<file path="src/rtl/mem_ctrl_16.sv">
// mem_ctrl_16: 32-bit word requests to a 16-bit async SRAM bus, done as two half-word cycles.
// The even half-word holds bits[31:16] and the odd one bits[15:0] (big-endian).
// Every half-word access holds its strobe for WAIT_CYCLES+1 cycles.
// Optional feature macro: MEMCTL_WRPOST_EN. When it is defined, a write is acked one cycle
// after it is accepted, and the external cycle then finishes while req_busy stays high.
module mem_ctrl_16 #(
    parameter int unsigned ADDR_W      = 20,
    parameter int unsigned WAIT_CYCLES = 1
) (
    input  logic              clk_25m,
    input  logic              reset_n,
    input  logic [31:0]       req_addr,
    input  logic [31:0]       req_wdata,
    input  logic [3:0]        req_sel,
    input  logic              req_rd,
    input  logic              req_wr,
    output logic [31:0]       req_rdata,
    output logic              req_ack,
    output logic              req_busy,
    output logic [ADDR_W-1:0] ram_addr,
    output logic [15:0]       ram_dout,
    input  logic [15:0]       ram_din,
    output logic [1:0]        ram_be_n,
    output logic              ram_ce_n,
    output logic              ram_oe_n,
    output logic              ram_we_n
);

    localparam int unsigned WordW  = ADDR_W - 1;
    localparam logic [3:0]  WaitLd = 4'(WAIT_CYCLES);

    typedef enum logic [2:0] {StIdle, StAccHi, StGap, StAccLo, StDone} state_e;

    state_e             state_q, state_d;
    logic [3:0]         cnt_q, cnt_d;
    logic [WordW-1:0]   word_q, word_d;
    logic [31:0]        wdata_q, wdata_d;
    logic [3:0]         sel_q, sel_d;
    logic               wr_q, wr_d;
    logic [31:0]        rdata_q, rdata_d;
    logic               ack_q, ack_d;
    logic [ADDR_W-1:0]  ram_addr_q, ram_addr_d;
    logic [15:0]        ram_dout_q, ram_dout_d;
    logic [1:0]         ram_be_n_q, ram_be_n_d;
    logic               ram_ce_n_q, ram_ce_n_d;
    logic               ram_oe_n_q, ram_oe_n_d;
    logic               ram_we_n_q, ram_we_n_d;

    // The bits above the word index and the byte offset are not used.
    logic unused_addr;
    assign unused_addr = ^{req_addr[31:ADDR_W+1], req_addr[1:0]};

    // Next-state logic. The RAM pins are registered, so they are decoded from state_d.
    always_comb begin
        state_d    = state_q;
        cnt_d      = cnt_q;
        word_d     = word_q;
        wdata_d    = wdata_q;
        sel_d      = sel_q;
        wr_d       = wr_q;
        rdata_d    = rdata_q;
        ack_d      = 1'b0;
        ram_addr_d = ram_addr_q;
        ram_dout_d = ram_dout_q;
        ram_be_n_d = 2'b11;
        ram_ce_n_d = 1'b1;
        ram_oe_n_d = 1'b1;
        ram_we_n_d = 1'b1;

        unique case (state_q)
            StIdle: begin
                if (req_wr || req_rd) begin
                    word_d  = req_addr[ADDR_W:2];
                    wdata_d = req_wdata;
                    sel_d   = req_sel;
                    wr_d    = req_wr;
                    cnt_d   = WaitLd;
                    if (req_wr) begin
                        // A write skips any half that has no byte enables set.
                        if (|req_sel[3:2]) begin
                            state_d = StAccHi;
                        end else if (|req_sel[1:0]) begin
                            state_d = StAccLo;
                        end else begin
                            state_d = StDone;
                        end
`ifdef MEMCTL_WRPOST_EN
                        ack_d = 1'b1;
`endif
                    end else begin
                        state_d = StAccHi;
                    end
                end
            end
            StAccHi: begin
                if (cnt_q == 4'd0) begin
                    if (!wr_q) begin
                        rdata_d[31:16] = ram_din;
                    end
                    state_d = (wr_q && (sel_q[1:0] == 2'b00)) ? StDone : StGap;
                end else begin
                    cnt_d = cnt_q - 4'd1;
                end
            end
            StGap: begin
                cnt_d   = WaitLd;
                state_d = StAccLo;
            end
            StAccLo: begin
                if (cnt_q == 4'd0) begin
                    if (!wr_q) begin
                        rdata_d[15:0] = ram_din;
                    end
                    state_d = StDone;
                end else begin
                    cnt_d = cnt_q - 4'd1;
                end
            end
            StDone: begin
                state_d = StIdle;
            end
            default: begin
                state_d = StIdle;
            end
        endcase

        // The ack is registered, so it is high in the same cycles as StDone.
        if (state_d == StDone) begin
`ifdef MEMCTL_WRPOST_EN
            // A posted write has already been acked when it was accepted.
            if (!wr_d) begin
                ack_d = 1'b1;
            end
`else
            ack_d = 1'b1;
`endif
        end

        if (state_d == StAccHi) begin
            ram_addr_d = {word_d, 1'b0};
            ram_dout_d = wdata_d[31:16];
            ram_be_n_d = ~sel_d[3:2];
            ram_ce_n_d = 1'b0;
            ram_oe_n_d = wr_d;
            ram_we_n_d = ~wr_d;
        end else if (state_d == StAccLo) begin
            ram_addr_d = {word_d, 1'b1};
            ram_dout_d = wdata_d[15:0];
            ram_be_n_d = ~sel_d[1:0];
            ram_ce_n_d = 1'b0;
            ram_oe_n_d = wr_d;
            ram_we_n_d = ~wr_d;
        end
    end

    // State and output registers, with asynchronous reset.
    always_ff @(posedge clk_25m or negedge reset_n) begin
        if (!reset_n) begin
            state_q    <= StIdle;
            cnt_q      <= 4'd0;
            word_q     <= '0;
            wdata_q    <= 32'd0;
            sel_q      <= 4'd0;
            wr_q       <= 1'b0;
            rdata_q    <= 32'd0;
            ack_q      <= 1'b0;
            ram_addr_q <= '0;
            ram_dout_q <= 16'd0;
            ram_be_n_q <= 2'b11;
            ram_ce_n_q <= 1'b1;
            ram_oe_n_q <= 1'b1;
            ram_we_n_q <= 1'b1;
        end else begin
            state_q    <= state_d;
            cnt_q      <= cnt_d;
            word_q     <= word_d;
            wdata_q    <= wdata_d;
            sel_q      <= sel_d;
            wr_q       <= wr_d;
            rdata_q    <= rdata_d;
            ack_q      <= ack_d;
            ram_addr_q <= ram_addr_d;
            ram_dout_q <= ram_dout_d;
            ram_be_n_q <= ram_be_n_d;
            ram_ce_n_q <= ram_ce_n_d;
            ram_oe_n_q <= ram_oe_n_d;
            ram_we_n_q <= ram_we_n_d;
        end
    end

    assign req_rdata = rdata_q;
    assign req_ack   = ack_q;
    assign req_busy  = (state_q != StIdle);
    assign ram_addr  = ram_addr_q;
    assign ram_dout  = ram_dout_q;
    assign ram_be_n  = ram_be_n_q;
    assign ram_ce_n  = ram_ce_n_q;
    assign ram_oe_n  = ram_oe_n_q;
    assign ram_we_n  = ram_we_n_q;

endmodule

</file>
<file path="config.mk">
export PLATFORM = sky130hd
export DESIGN_NAME = mem_ctrl_16
export DESIGN_NICKNAME = d
export VERILOG_FILES = /design/src/rtl/mem_ctrl_16.sv
export SDC_FILE = /design/constraint.sdc
export NUM_CORES = 1
export LEC_CHECK = 0
export CORE_UTILIZATION = 42
export CTS_CLUSTER_DIAMETER = 50
export CTS_CLUSTER_SIZE = 8
export DETAILED_ROUTE_END_ITERATION = 12
export PLACE_DENSITY_LB_ADDON = 0.05
export SETUP_SLACK_MARGIN = 0.15
export SYNTH_ARGS = -nofsm -noshare
export SYNTH_HDL_FRONTEND = slang
export SYNTH_SLANG_ARGS = --single-unit
export TNS_END_PERCENT = 50
</file>
<file path="constraint.sdc">
create_clock -name clk_25m -period 2.1 [get_ports clk_25m]
set_input_delay 0.21 -clock clk_25m [delete_from_list [all_inputs] [get_ports clk_25m]]
set_output_delay 0.21 -clock clk_25m [all_outputs]
set_load 0.01 [all_outputs]
</file>
==> summary.txt <==
Yosys
  – YS warnings: 0
  – Cell with the most instances after synthesis: dfrtp_1
  – Mapped Area: 5470 sq um
  – Post-synth EDFFs: 0
  – Synth Net Count: approximately 470
  – Commonest cells post-synth: dfrtp_1, mux2_2, inv_1, mux2i_1, nand3_1
  – Synthesized instance count: ~380
  – Synth unique cells: 42
  – Async set or reset register ratio after synthesis: 100.0%
  – Synth Flop Type: dfrtp_1
  – Synth top area cells: dfrtp_1, mux2_2, mux2i_1
  – Share of the synthesized area in the top cell type: about three fifths
  – Sequential cell area fraction in the yosys report: 62.79%
  – Seq cells post-synth: approximately 140
  – Mapped Avg Cell Area: about 14 sq um
  – Area leader, netlist: dfrtp_1

Detailed routing
  – Detailed-route wire length per cell: roughly 16 um
  – DRT Pass-1 Iters: 4
  – Remaining antenna violation count after routing: 0
  – Via count: 3629
  – Violation count after the first detailed-routing iteration: ~140
  – Avg Vias per Cell: slightly below 5
  – Final wirelength: approximately 12000 um
  – DRC viols: 0

Clock network
  – TritonCTS clock tree: built
  – Worst-Skew Late Latency: 410 ps
  – CTS max path bufs: 2
  – Root Buffer: clkbuf_16
  – Reg clk slew, reported paths: around 60 ps
  – Clk sinks: approximately 140
  – Htree depth: 4
  – Total CTS buffers: 17

Place
  – Dpl hpwl: 8019 um
  – RD Place Congestion: around 0.74
  – DP Area: approximately 7400 sq um
  – Port Buffer Count: around 150
  – Pre-CTS WS: -131.6 ps

Worst setup path
  – R2R setup slack: roughly 61 ps
  – R2R Path End: ram_dout[5]$_DFFE_PN0P_
  – Critical path capture point type: flip-flop
  – Crit-path max FO: 16
  – CP Data Required Time: about 2400 ps
  – R2R depth: 7
  – CP arrival: 2360 ps
  – Worst r2r src: cnt_q[0]$_DFFE_PN0P_
  – CP startpoint kind: flip-flop
  – Setup Crit Path Kind: reg2reg

Timing
  – # setup viols final: 0
  – Final Skew: 5.846 ps
  – Hold Slack: between 300 and 400 ps
  – Final hold vios: 0
  – Setup total negative slack: 0 ps
  – Max-slew violation count: 0
  – Tmin final: about 2000 ps
  – Max transition margin: between 50% and 60%
  – Least-Margin Pin Slew: between 600 and 700 ps
  – Fin crit share: 97.09%
  – Final Worst Setup Slack: just over 60 ps
  – Fmax: 490.5 MHz
  – RSZ-0062 raised after global routing: true

Floorplanning
  – Starting Density: a little over two fifths
  – DIE AREA: about 13000 sq um
  – # IOs: 163
  – Die height: approximately 120 um
  – Floorplan row count: 41
  – Die width: between 100 and 150 um
  – Core area: ~13000 sq um

Job
  – Max-cap violations: 0

GRT
  – Global-route wire length before repair: around 19000 um
  – Grt ovf: 0
  – GRT Overall Usage: 18.75%
  – Initial antenna violation count: 0
  – Pin count of the biggest net entering global routing: 60
  – Vias in the first global route: 3789

Power
  – Lkg Pwr: 0.003690 uW
  – PD cells: 1727 nW/um^2
  – Worst vdd ir: 0.8622 mV

Layout
  – Register area: between 3000 and 4000 sq um
  – Post-route cell area: between 8000 and 9000 sq um
  – Filler cells: 1000
  – Ant. Diodes: 0
  – Share of layout cells above drive strength 1: 29.34%
  – Layout Area Growth over Synthesis: 52.47%
  – Final net count: 652
  – Footprint of the multi-input gates: roughly 2100 sq um

Outcome
  – Outcome: finished clean

Worst hold path
  – Hold/Removal Path Class: in2async
registers in the layout (all words and copies together) (netlist names):
name	count
wr_q	1
ram_oe_n	1
state_q	3
sel_q	4
wdata_q	32
ram_we_n	1
ram_dout	16
req_rdata	32
ram_ce_n	1
word_q	19
cnt_q	4
req_ack	1
ram_be_n	2
ram_addr	20
through the flow:
step / util [%] / cells / power (uW)
after global placement: 58.55 / 707 / 10620
final: 65.82 / 748 / 14400
after CTS: 64.32 / 746 / 14070
after detailed placement: 58.55 / 707 / 10790
after floorplan: - / 382 / 8326
after global routing: 65.82 / 748 / 15240
layer usage:
layer,wire [um],global-route usage [%],share of wire [%]
met4,174,7.692,1.4
met1,5469,23.77,44
met3,728,5.968,5.9
met2,5924,29.88,48
met5,0,0,0
kinds of logic (layout without fill, tap and decap cells):
group           Yosys count  after routing  synth area share [%]
mux                     105            105                 20.91
flops                   137            137                 62.79
fa+ha+maj                 1              1                0.2287
compound gates           36             36                 6.313
buf+inv                  52            246                 4.300
simple gates             51             51                 5.466
how the worst max path moves through the flow:
stage	from	to	slack (ps)	cells after the start
6_report	cnt_q[0]$_DFFE_PN0P_	ram_dout[5]$_DFFE_PN0P_	60	7
5_1_grt	cnt_q[0]$_DFFE_PN0P_	ram_dout[15]$_DFFE_PN0P_	20	7
4_1_cts	cnt_q[1]$_DFFE_PN0P_	ram_dout[1]$_DFFE_PN0P_	80	7
3_5_place_dp	req_wr	ram_dout[1]$_DFFE_PN0P_	-130	6
3_3_place_gp	req_wr	ram_dout[4]$_DFFE_PN0P_	-90	6
2_1_floorplan	cnt_q[0]$_DFFE_PN0P_	ram_dout[15]$_DFFE_PN0P_	-5	8
power by group:
part	total, uW	switching (uW)	internal (uW)
sequential	4680	633	4040
combinational	6680	2830	3850
clock	3050	1030	2020
what timing repair did:
action,4_1_cts,5_1_grt
resized for setup,8,44
cloned,2,0
setup buffers,4,2
hold buffers,1,0
endpoints found under the setup margin,67,58
pin swaps,1,3
endpoints found under the hold margin,55,0
cell type report:
type,count,share of cell area [%]
sequential,137,41.21
multi-input combinational,193,25.14
timing repair buffer,177,21.71
clock buffer,24,6.016
tap,172,2.580
inverter,36,1.770
clock inverter,8,1.380
timing repair inverter,1,0.1950
placed cells by master (no fill, tap or decap), types with 8 or more instances in the layout:
cell             count
mux2_2              20
nand2_1              8
o221ai_2            12
clkdlybuf4s50_1    147
inv_1               32
nand3_1             17
buf_4               18
clkbuf_16           17
dfrtp_1            130
mux2_4              54
mux2i_1             31
worst max-delay path: stages (launching register included):
cell      delay (ps)
dfrtp_1          360
inv_2             60
ha_4             160
and4bb_1         220
or3_4            370
a2111o_1         420
buf_12           180
o221ai_1         170
No activity file was read; power rests on OpenSTA's default activity.
